### config.mk
export PLATFORM = sky130hd
export DESIGN_NAME = pipe_scoreboard
export DESIGN_NICKNAME = d
export VERILOG_FILES = /design/src/rtl/pipe_scoreboard.sv
export SDC_FILE = /design/constraint.sdc
export NUM_CORES = 1
export LEC_CHECK = 0
export CAP_MARGIN = 20
export CORE_AREA = 2 2 61 63
export DETAILED_ROUTE_END_ITERATION = 10
export DIE_AREA = 0 0 63 65
export PLACE_DENSITY = 0.86
export SYNTH_ARGS = -nofsm -noshare
export SYNTH_HDL_FRONTEND = slang
export SYNTH_SLANG_ARGS = --single-unit
export TNS_END_PERCENT = 5
### constraint.sdc
create_clock -name clk -period 2.3 [get_ports clk]
set_clock_uncertainty 0.05 [all_clocks]
set_input_delay 0.23 -clock clk [delete_from_list [all_inputs] [get_ports clk]]
set_output_delay 0.23 -clock clk [all_outputs]
set_load 0.005 [all_outputs]
### src/rtl/pipe_scoreboard.sv
// pipe_scoreboard -- hazard and issue controller for the fewcore pipeline.
//
// Keeps a two-slot shadow (EX, WB) of in-flight destination registers and
// derives operand forwarding selects, load-use stalls and the two-cycle
// flush that follows a taken branch.
//
// Build option: FEWCORE_FWD_EN
//   defined   : EX/WB forwarding; only a load-use dependency stalls (1 cycle).
//   undefined : no forwarding; any EX/WB dependency stalls until the producer
//               has left WB; fwd_* are always 00.
//
// Ports:
//   clk, reset          clock, synchronous active-high reset
//   dec_valid           decode stage holds a real instruction
//   dec_rs1, dec_rs2    source registers of the decoding instruction
//   dec_rd              destination register (0 = no write)
//   dec_isLoad          decoding instruction is a load
//   ex_taken            execute resolved a taken branch this cycle
//   stall               hold PC and fetch/decode register
//   issue               load decoded instruction into decode->execute register
//   fwd_rs1, fwd_rs2    00 = regfile, 01 = execute result, 10 = write-stage data
//   flush               decode contents are wrong-path
//   stall_cnt           saturating count of stall cycles
module pipe_scoreboard #(
  parameter int unsigned STALL_CNT_W = 16
) (
  input  logic                   clk,
  input  logic                   reset,
  input  logic                   dec_valid,
  input  logic [4:0]             dec_rs1,
  input  logic [4:0]             dec_rs2,
  input  logic [4:0]             dec_rd,
  input  logic                   dec_isLoad,
  input  logic                   ex_taken,
  output logic                   stall,
  output logic                   issue,
  output logic [1:0]             fwd_rs1,
  output logic [1:0]             fwd_rs2,
  output logic                   flush,
  output logic [STALL_CNT_W-1:0] stall_cnt
);

  typedef enum logic [1:0] {
    RUN        = 2'd0,
    LOAD_STALL = 2'd1,
    FLUSH      = 2'd2
  } state_t;

  state_t state, state_nx;

  // Shadow slots
  logic       ex_v, ex_ld, wb_v;
  logic [4:0] ex_rd, wb_rd;

  // Source/slot matches; x0 never matches
  logic ex_m1, ex_m2, wb_m1, wb_m2;
  logic ld_use;
  logic hazard;

  assign ex_m1 = ex_v && (ex_rd != 5'd0) && (ex_rd == dec_rs1);
  assign ex_m2 = ex_v && (ex_rd != 5'd0) && (ex_rd == dec_rs2);
  assign wb_m1 = wb_v && (wb_rd != 5'd0) && (wb_rd == dec_rs1);
  assign wb_m2 = wb_v && (wb_rd != 5'd0) && (wb_rd == dec_rs2);

  assign ld_use = ex_ld && (ex_m1 || ex_m2);

  always_comb begin
    hazard   = 1'b0;
    fwd_rs1  = 2'b00;
    fwd_rs2  = 2'b00;
    flush    = ex_taken || (state == FLUSH);
    if (dec_valid) begin
`ifdef FEWCORE_FWD_EN
      hazard = ld_use;
      if (ex_m1 && !ex_ld)  fwd_rs1 = 2'b01;
      else if (wb_m1)       fwd_rs1 = 2'b10;
      if (ex_m2 && !ex_ld)  fwd_rs2 = 2'b01;
      else if (wb_m2)       fwd_rs2 = 2'b10;
`else
      // Without a bypass path every pending producer blocks the reader,
      // whether it is a load, an ALU op in EX, or anything still in WB.
      hazard = ld_use
            || (!ex_ld && (ex_m1 || ex_m2))
            || wb_m1 || wb_m2;
`endif
    end
    // A taken branch (or the flush that follows it) discards the decode
    // instruction, so a hazard on it must not stall.
    stall = hazard && !flush;
    issue = dec_valid && !stall && !flush;
  end

  always_comb begin
    state_nx = RUN;
    if (ex_taken) begin
      state_nx = FLUSH;
    end else if (state == RUN) begin
`ifdef FEWCORE_FWD_EN
      if (stall) state_nx = LOAD_STALL;
`endif
    end
  end

  always_ff @(posedge clk) begin
    if (reset) begin
      state     <= RUN;
      ex_v      <= 1'b0;
      ex_rd     <= '0;
      ex_ld     <= 1'b0;
      wb_v      <= 1'b0;
      wb_rd     <= '0;
      stall_cnt <= '0;
    end else begin
      state <= state_nx;
      wb_v  <= ex_v;
      wb_rd <= ex_rd;
      ex_v  <= issue;
      ex_rd <= dec_rd;
      ex_ld <= dec_isLoad;
      if (stall && (stall_cnt != '1))
        stall_cnt <= stall_cnt + STALL_CNT_W'(1);
    end
  end

endmodule

# After elaboration in Yosys (flattened, before gate mapping)
# Cells that the tools add are included.
dict set report op_classes {
  reduce_logical 22
  add_sub_neg 1
  eq_ne 6
  mux 2
}
# cell count
set op_table {}
lappend op_table {{$eq A5 B5 Y1} 4}
lappend op_table {{$add A16 B1 Y16 const B} 1}
lappend op_table {{$ne A16 B16 Y1 const B} 1}
lappend op_table {{$logic_and A1 B1 Y1} 12}
lappend op_table {{$reduce_bool A5 Y1} 2}
lappend op_table {{$logic_or A1 B1 Y1} 5}
lappend op_table {{$logic_not A1 Y1} 3}
lappend op_table {{$eq A2 B2 Y1 const B} 1}
lappend op_table {{$mux W2} 1}
lappend op_table {{$mux W1} 1}
dict set report totals {
  ff_bits 31
  output_inout_bits 23
  input_bits 20
  word_cells 38
}

# Logic depth before layout (Yosys ltp)
dict set report depth {
  word_depth 13
  ltp_mapped 9
  depth_no_buf 7
}

# Least setup slack after synthesis
# OpenSTA, ideal clock, no wires.
dict set report synth_path {
  path_type {reg2reg}
  startpoint {register stall_cnt[0]}
  endpoint {register stall_cnt[7]}
  stages_incl_launch_ff 9
  setup_ps 121
  required_time_ps 2129
  arrival_time_ps 1964
  setup_slack_ps 165
  n_path_buf 2
  synth_period_minus_slack_ps 2135
  cell_sequence {dfxtp_1 ha_1 nand3_1 or2_1 clkbuf_1 nor3_2 clkbuf_4 nor3_2 mux2_4}
}
dict set report synth_via {
  elab_chain_len 2
  word_cells_on_any_way 3
  cone_classes {add/sub: 1; eq/ne: 1; reduce/logical: 1}
}
# item line
set synth_rtl {}
lappend synth_rtl {{start, declared} 40} ;# output logic [STALL_CNT_W-1:0] stall_cnt
lappend synth_rtl {{start signal, assigned} 121} ;# stall_cnt <= stall_cnt + STALL_CNT_W'(1);
lappend synth_rtl {{branches (longest 2 deep; another with $add A16 B1 Y16)} --}
# Parallel ways; which one is timed is not known.
# A chain may end at the register's enable or synchronous reset.

# Worst setup path in the final report
dict set report layout_path {
  startpoint {register ex_rd[1]}
  endpoint {register stall_cnt[7]}
}
dict set report layout_via {
  elab_chain_len 11
  word_cells_on_any_way 15
  cone_classes {eq/ne: 2; mux: 1; reduce/logical: 12}
}
# item line
set layout_rtl {}
lappend layout_rtl {{start, declared} 53} ;# logic [4:0] ex_rd, wb_rd;
lappend layout_rtl {{start signal, assigned} 118} ;# ex_rd <= dec_rd;
lappend layout_rtl {{$reduce_bool A5 Y1} {60, 61}}
lappend layout_rtl {{$logic_and A1 B1 Y1} {60, 61}}
lappend layout_rtl {{$logic_and A1 B1 Y1, on equally long branches} {60, 61}}
lappend layout_rtl {{$logic_or A1 B1 Y1 *} {65, 83}}
lappend layout_rtl {{$logic_and A1 B1 Y1, on equally long branches} {65, 83}}
lappend layout_rtl {{$logic_or A1 B1 Y1 *} 83} ;# || (!ex_ld && (ex_m1 || ex_m2))
lappend layout_rtl {{$logic_or A1 B1 Y1 * (2 in series)} 84} ;# || wb_m1 || wb_m2;
lappend layout_rtl {{$mux W1 *} 72} ;# if (dec_valid) begin
lappend layout_rtl {{$logic_and A1 B1 Y1 *} 89} ;# stall = hazard && !flush;
lappend layout_rtl {{$logic_and A1 B1 Y1 *} 120} ;# if (stall && (stall_cnt != '1))
# Mark *: on every way between the ends. The rest lies on a longest branch, timed or not.

==> run_summary.xml <==
<?xml version="1.0" encoding="UTF-8"?>
<metrics>
  <group name="global_routing">
    <metric name="grt_remaining_overflow" unit="">0</metric>
    <metric name="first_global_vias" unit="">1294</metric>
    <metric name="number_of_antenna_violations_at_the_first_check_in_global_routing" unit="">0</metric>
    <metric name="grt.total_usage" unit="%">18.5</metric>
    <metric name="wire_length_of_the_first_global_routing_pass" unit="mm">5.87</metric>
    <metric name="maximum_number_of_pins_on_one_net_before_global_route_repair" unit="">20</metric>
  </group>
  <group name="timing">
    <metric name="maxClockFrequency" unit="MHz">445</metric>
    <metric name="period_needed" unit="ns">2.25</metric>
    <metric name="hold_viol_final" unit="">0</metric>
    <metric name="final.setup.tns" unit="ns">0</metric>
    <metric name="unrepaired_setup_endpoints_after_global_routing" unit="">true</metric>
    <metric name="report.final.slew_viol_count" unit="">0</metric>
    <metric name="count_of_endpoints_failing_setup_in_the_final_report" unit="">0</metric>
    <metric name="holdWs" unit="ns">0.390</metric>
    <metric name="fin_crit_sh" unit="%">97.8</metric>
  </group>
  <group name="die">
    <metric name="initial_core_util" unit="%">44.7</metric>
    <metric name="fp.dieW" unit="µm">63</metric>
    <metric name="row_count" unit="">22</metric>
    <metric name="core-area" unit="µm²">3500</metric>
    <metric name="fp.dieArea" unit="µm²">4100</metric>
    <metric name="num_io_pins" unit="">43</metric>
    <metric name="dieHeight" unit="µm">65</metric>
  </group>
  <group name="routing">
    <metric name="wl_met2" unit="mm">1.87</metric>
    <metric name="highest_layer" unit="">met4</metric>
    <metric name="wl_met1" unit="mm">1.57</metric>
    <metric name="detail_route.wirelength" unit="mm">3.69</metric>
    <metric name="drtAntennaViolNets" unit="">0</metric>
    <metric name="drc_errors" unit="">0</metric>
    <metric name="routed_vias" unit="">1414</metric>
    <metric name="first_iter_violations" unit="">35</metric>
    <metric name="dr.pass1.iters" unit="">4</metric>
    <metric name="dr_wl_met3" unit="µm">191</metric>
    <metric name="average_routed_wire_per_standard_cell" unit="µm">13.3</metric>
    <metric name="avgViaCountPerCell" unit="">5.09</metric>
  </group>
  <group name="logic_synthesis">
    <metric name="synth-simple-area-share" unit="%">29.8</metric>
    <metric name="synth-compound-area-share" unit="%">10.1</metric>
    <metric name="synth_top_family_by_area" unit="">simple AND/OR/NAND/NOR gates</metric>
    <metric name="seq_area_frac_synth" unit="%">37.1</metric>
    <metric name="synth_ff_type" unit="">dfxtp_1</metric>
    <metric name="synth_edf_count" unit="">0</metric>
    <metric name="mappedNetlistArea" unit="µm²">1560</metric>
    <metric name="post_synthesis_share_of_cell_area_spent_on_full_adders_half_adders_and_majority_gates" unit="%">0.800</metric>
    <metric name="fraction_of_synthesized_area_in_multiplexers" unit="%">5.28</metric>
    <metric name="postSynthCellCount" unit="">181</metric>
    <metric name="synthDistinctLibCells" unit="">37</metric>
    <metric name="synth-xor-area-share" unit="%">11.2</metric>
    <metric name="mean_syn_cell_area" unit="µm²">8.64</metric>
    <metric name="synth_async_sr_flop_share" unit="%">0</metric>
    <metric name="yosysWarningCount" unit="">0</metric>
    <metric name="ys_seq_elements" unit="">29</metric>
  </group>
  <group name="run">
    <metric name="maxCapViolCount" unit="">0</metric>
  </group>
  <group name="cts">
    <metric name="cts_htree_levels" unit="">2</metric>
    <metric name="cts.sinks" unit="">29</metric>
    <metric name="max-clock-path-buffers" unit="">2</metric>
    <metric name="insertion_delay" unit="ns">0.33</metric>
    <metric name="tritoncts.num_buffers" unit="">5</metric>
    <metric name="cts_tree" unit="">done</metric>
    <metric name="clkSlewWorstSetupHoldPaths" unit="ns">0.09</metric>
    <metric name="cts-hold-fix-buffers" unit="">0</metric>
    <metric name="root_buffer" unit="">clkbuf_4</metric>
  </group>
  <group name="critical_path">
    <metric name="worstReg2RegEnd" unit="">stall_cnt[7]</metric>
    <metric name="worst-endpoint-required" unit="ns">2.47</metric>
    <metric name="worst_setup_path_endpoint" unit="">stall_cnt[7]</metric>
    <metric name="cp.arrival" unit="ns">2.42</metric>
    <metric name="setup.reg_to_reg.worst_slack" unit="ns">0.05</metric>
    <metric name="path_class" unit="">reg2reg</metric>
    <metric name="startpoint_type" unit="">flip-flop</metric>
    <metric name="crit_fanout" unit="">14</metric>
    <metric name="r2r.worst_path.cells" unit="">8</metric>
    <metric name="setup.worst_path.end_class" unit="">flip-flop</metric>
    <metric name="crit_start" unit="">ex_rd[1]</metric>
    <metric name="worstReg2RegStart" unit="">ex_rd[1]</metric>
  </group>
  <group name="placed_design">
    <metric name="detailed_placement_wirelength_estimate" unit="mm">2.67</metric>
    <metric name="gp_congestion" unit="">0.800</metric>
    <metric name="place.port_buffers" unit="">37</metric>
  </group>
  <group name="pwr">
    <metric name="peakVddDrop" unit="mV">0.310</metric>
    <metric name="p_leak" unit="nW">0.767</metric>
    <metric name="power_density_normalized_to_cell_area" unit="nW/µm²">455</metric>
  </group>
  <group name="cells_and_area">
    <metric name="drive_above_1_share" unit="%">14.3</metric>
    <metric name="final.fill_count" unit="">323</metric>
    <metric name="nets" unit="">251</metric>
    <metric name="num_antenna_cells" unit="">0</metric>
    <metric name="syn_to_final_growth" unit="%">34.6</metric>
  </group>
  <group name="min_path">
    <metric name="hold_path_class" unit="">in2reg</metric>
  </group>
  <group name="outcome">
    <metric name="status" unit="">completed</metric>
  </group>
</metrics>
## cells by family after synthesis
kind of cell / Yosys count
buffers and inverters: 16
AOI/OAI and AO/OA: 23
other: 1
and+or+nand+nor: 84
muxes: 7
adders and majority gates: 1
xor gates and xnor gates: 20
DFF: 29
## synth_stat cells, drive strengths merged, types with 4 or more instances
cell type	number	area (µm²)
nand2	13	48.8
clkbuf	6	26.3
buf	5	41.3
xnor2	20	175
nand3	16	80.1
inv	5	18.8
nor2b	20	133
nor2	13	48.8
a21oi	9	45.0
dfxtp	29	581
mux2	7	82.6
nor3	6	40.0
or4	4	30.0
## state kept, by name, summed over array words and instances (netlist names)
signal	count
wb_v	1
wb_rd	5
ex_rd	5
state	1
ex_v	1
stall_cnt	16
## cells in the final DEF, fill, tap and decap left out, drive strengths merged, types with 4 or more instances in the layout
| master | count |
|---|---|
| inv | 5 |
| a21oi | 9 |
| mux2 | 7 |
| nor3 | 6 |
| clkdlybuf4s50 | 35 |
| nor2b | 20 |
| or4 | 4 |
| nor2 | 13 |
| clkbuf | 7 |
| xnor2 | 20 |
| buf | 13 |
| conb | 4 |
| nand3 | 16 |
| nand2 | 13 |
| dfxtp | 29 |
## worst max-delay path: stages (launching register included)
cell     delay (ns)
dfxtp_1        0.32
or4_1          0.52
o21a_1         0.21
nor2b_4        0.13
a22oi_4        0.21
buf_4          0.23
buf_4          0.14
nor3_2         0.04
mux2_4         0.28
## layout make-up
| class | count | area [µm²] | share of cell area, % |
|---|---|---|---|
| clock buffer | 7 | 55.1 | 2.62 |
| tap | 48 | 60.1 | 2.85 |
| timing repair buffer | 50 | 469 | 22.3 |
| inverter | 5 | 18.8 | 0.892 |
| sequential | 29 | 581 | 27.6 |
| multi-input combinational | 139 | 921 | 43.8 |
## repair_timing
action                                  CTS  global route
gates resized for setup                   1             3
pin swaps                                 1             2
endpoints found under the setup margin    4             5
buffers inserted                          1             0
## report_power, final
part           total (mW)  leakage, nW  switching [mW]  internal [mW]
combinational       0.123        0.500          0.0508         0.0726
clock               0.314       0.0314           0.170          0.144
sequential          0.520        0.236         0.00803          0.512
## through the flow
step / total power, mW / instance area (µm²) / util (%) / worst slack [ns] / std cells
floorplan: 0.600 / 1580 / - / 0.165 / 184
global placement: 0.652 / 2030 / 58.0 / -0.0782 / 270
detailed placement: 0.657 / 2030 / 58.0 / -0.128 / 270
CTS: 0.972 / 2090 / 59.8 / -0.196 / 278
global route: 1.01 / 2100 / 60.2 / -0.0369 / 278
finish: 0.958 / 2100 / 60.2 / 0.0507 / 278
## layer usage
layer	track usage [%]	vias to the layer above
li1	-	716
met1	20.2	648
met2	33.8	43
met3	5.56	7
met4	6.67	0
met5	0	-
## worst min path at each step
| stage | from | endpoint | slack (ns) | depth (start not counted) |
|---|---|---|---|---|
| floorplan | dec_rd[0] | ex_rd[0] | 0.31 | 1 |
| global placement | ex_v | wb_v | 0.42 | 1 |
| detailed placement | ex_v | wb_v | 0.43 | 1 |
| CTS | dec_rd[1] | ex_rd[1] | 0.38 | 2 |
| global route | dec_rd[0] | ex_rd[0] | 0.38 | 2 |
| finish | dec_rd[1] | ex_rd[1] | 0.39 | 2 |
Power figures use the tool's default switching activity.
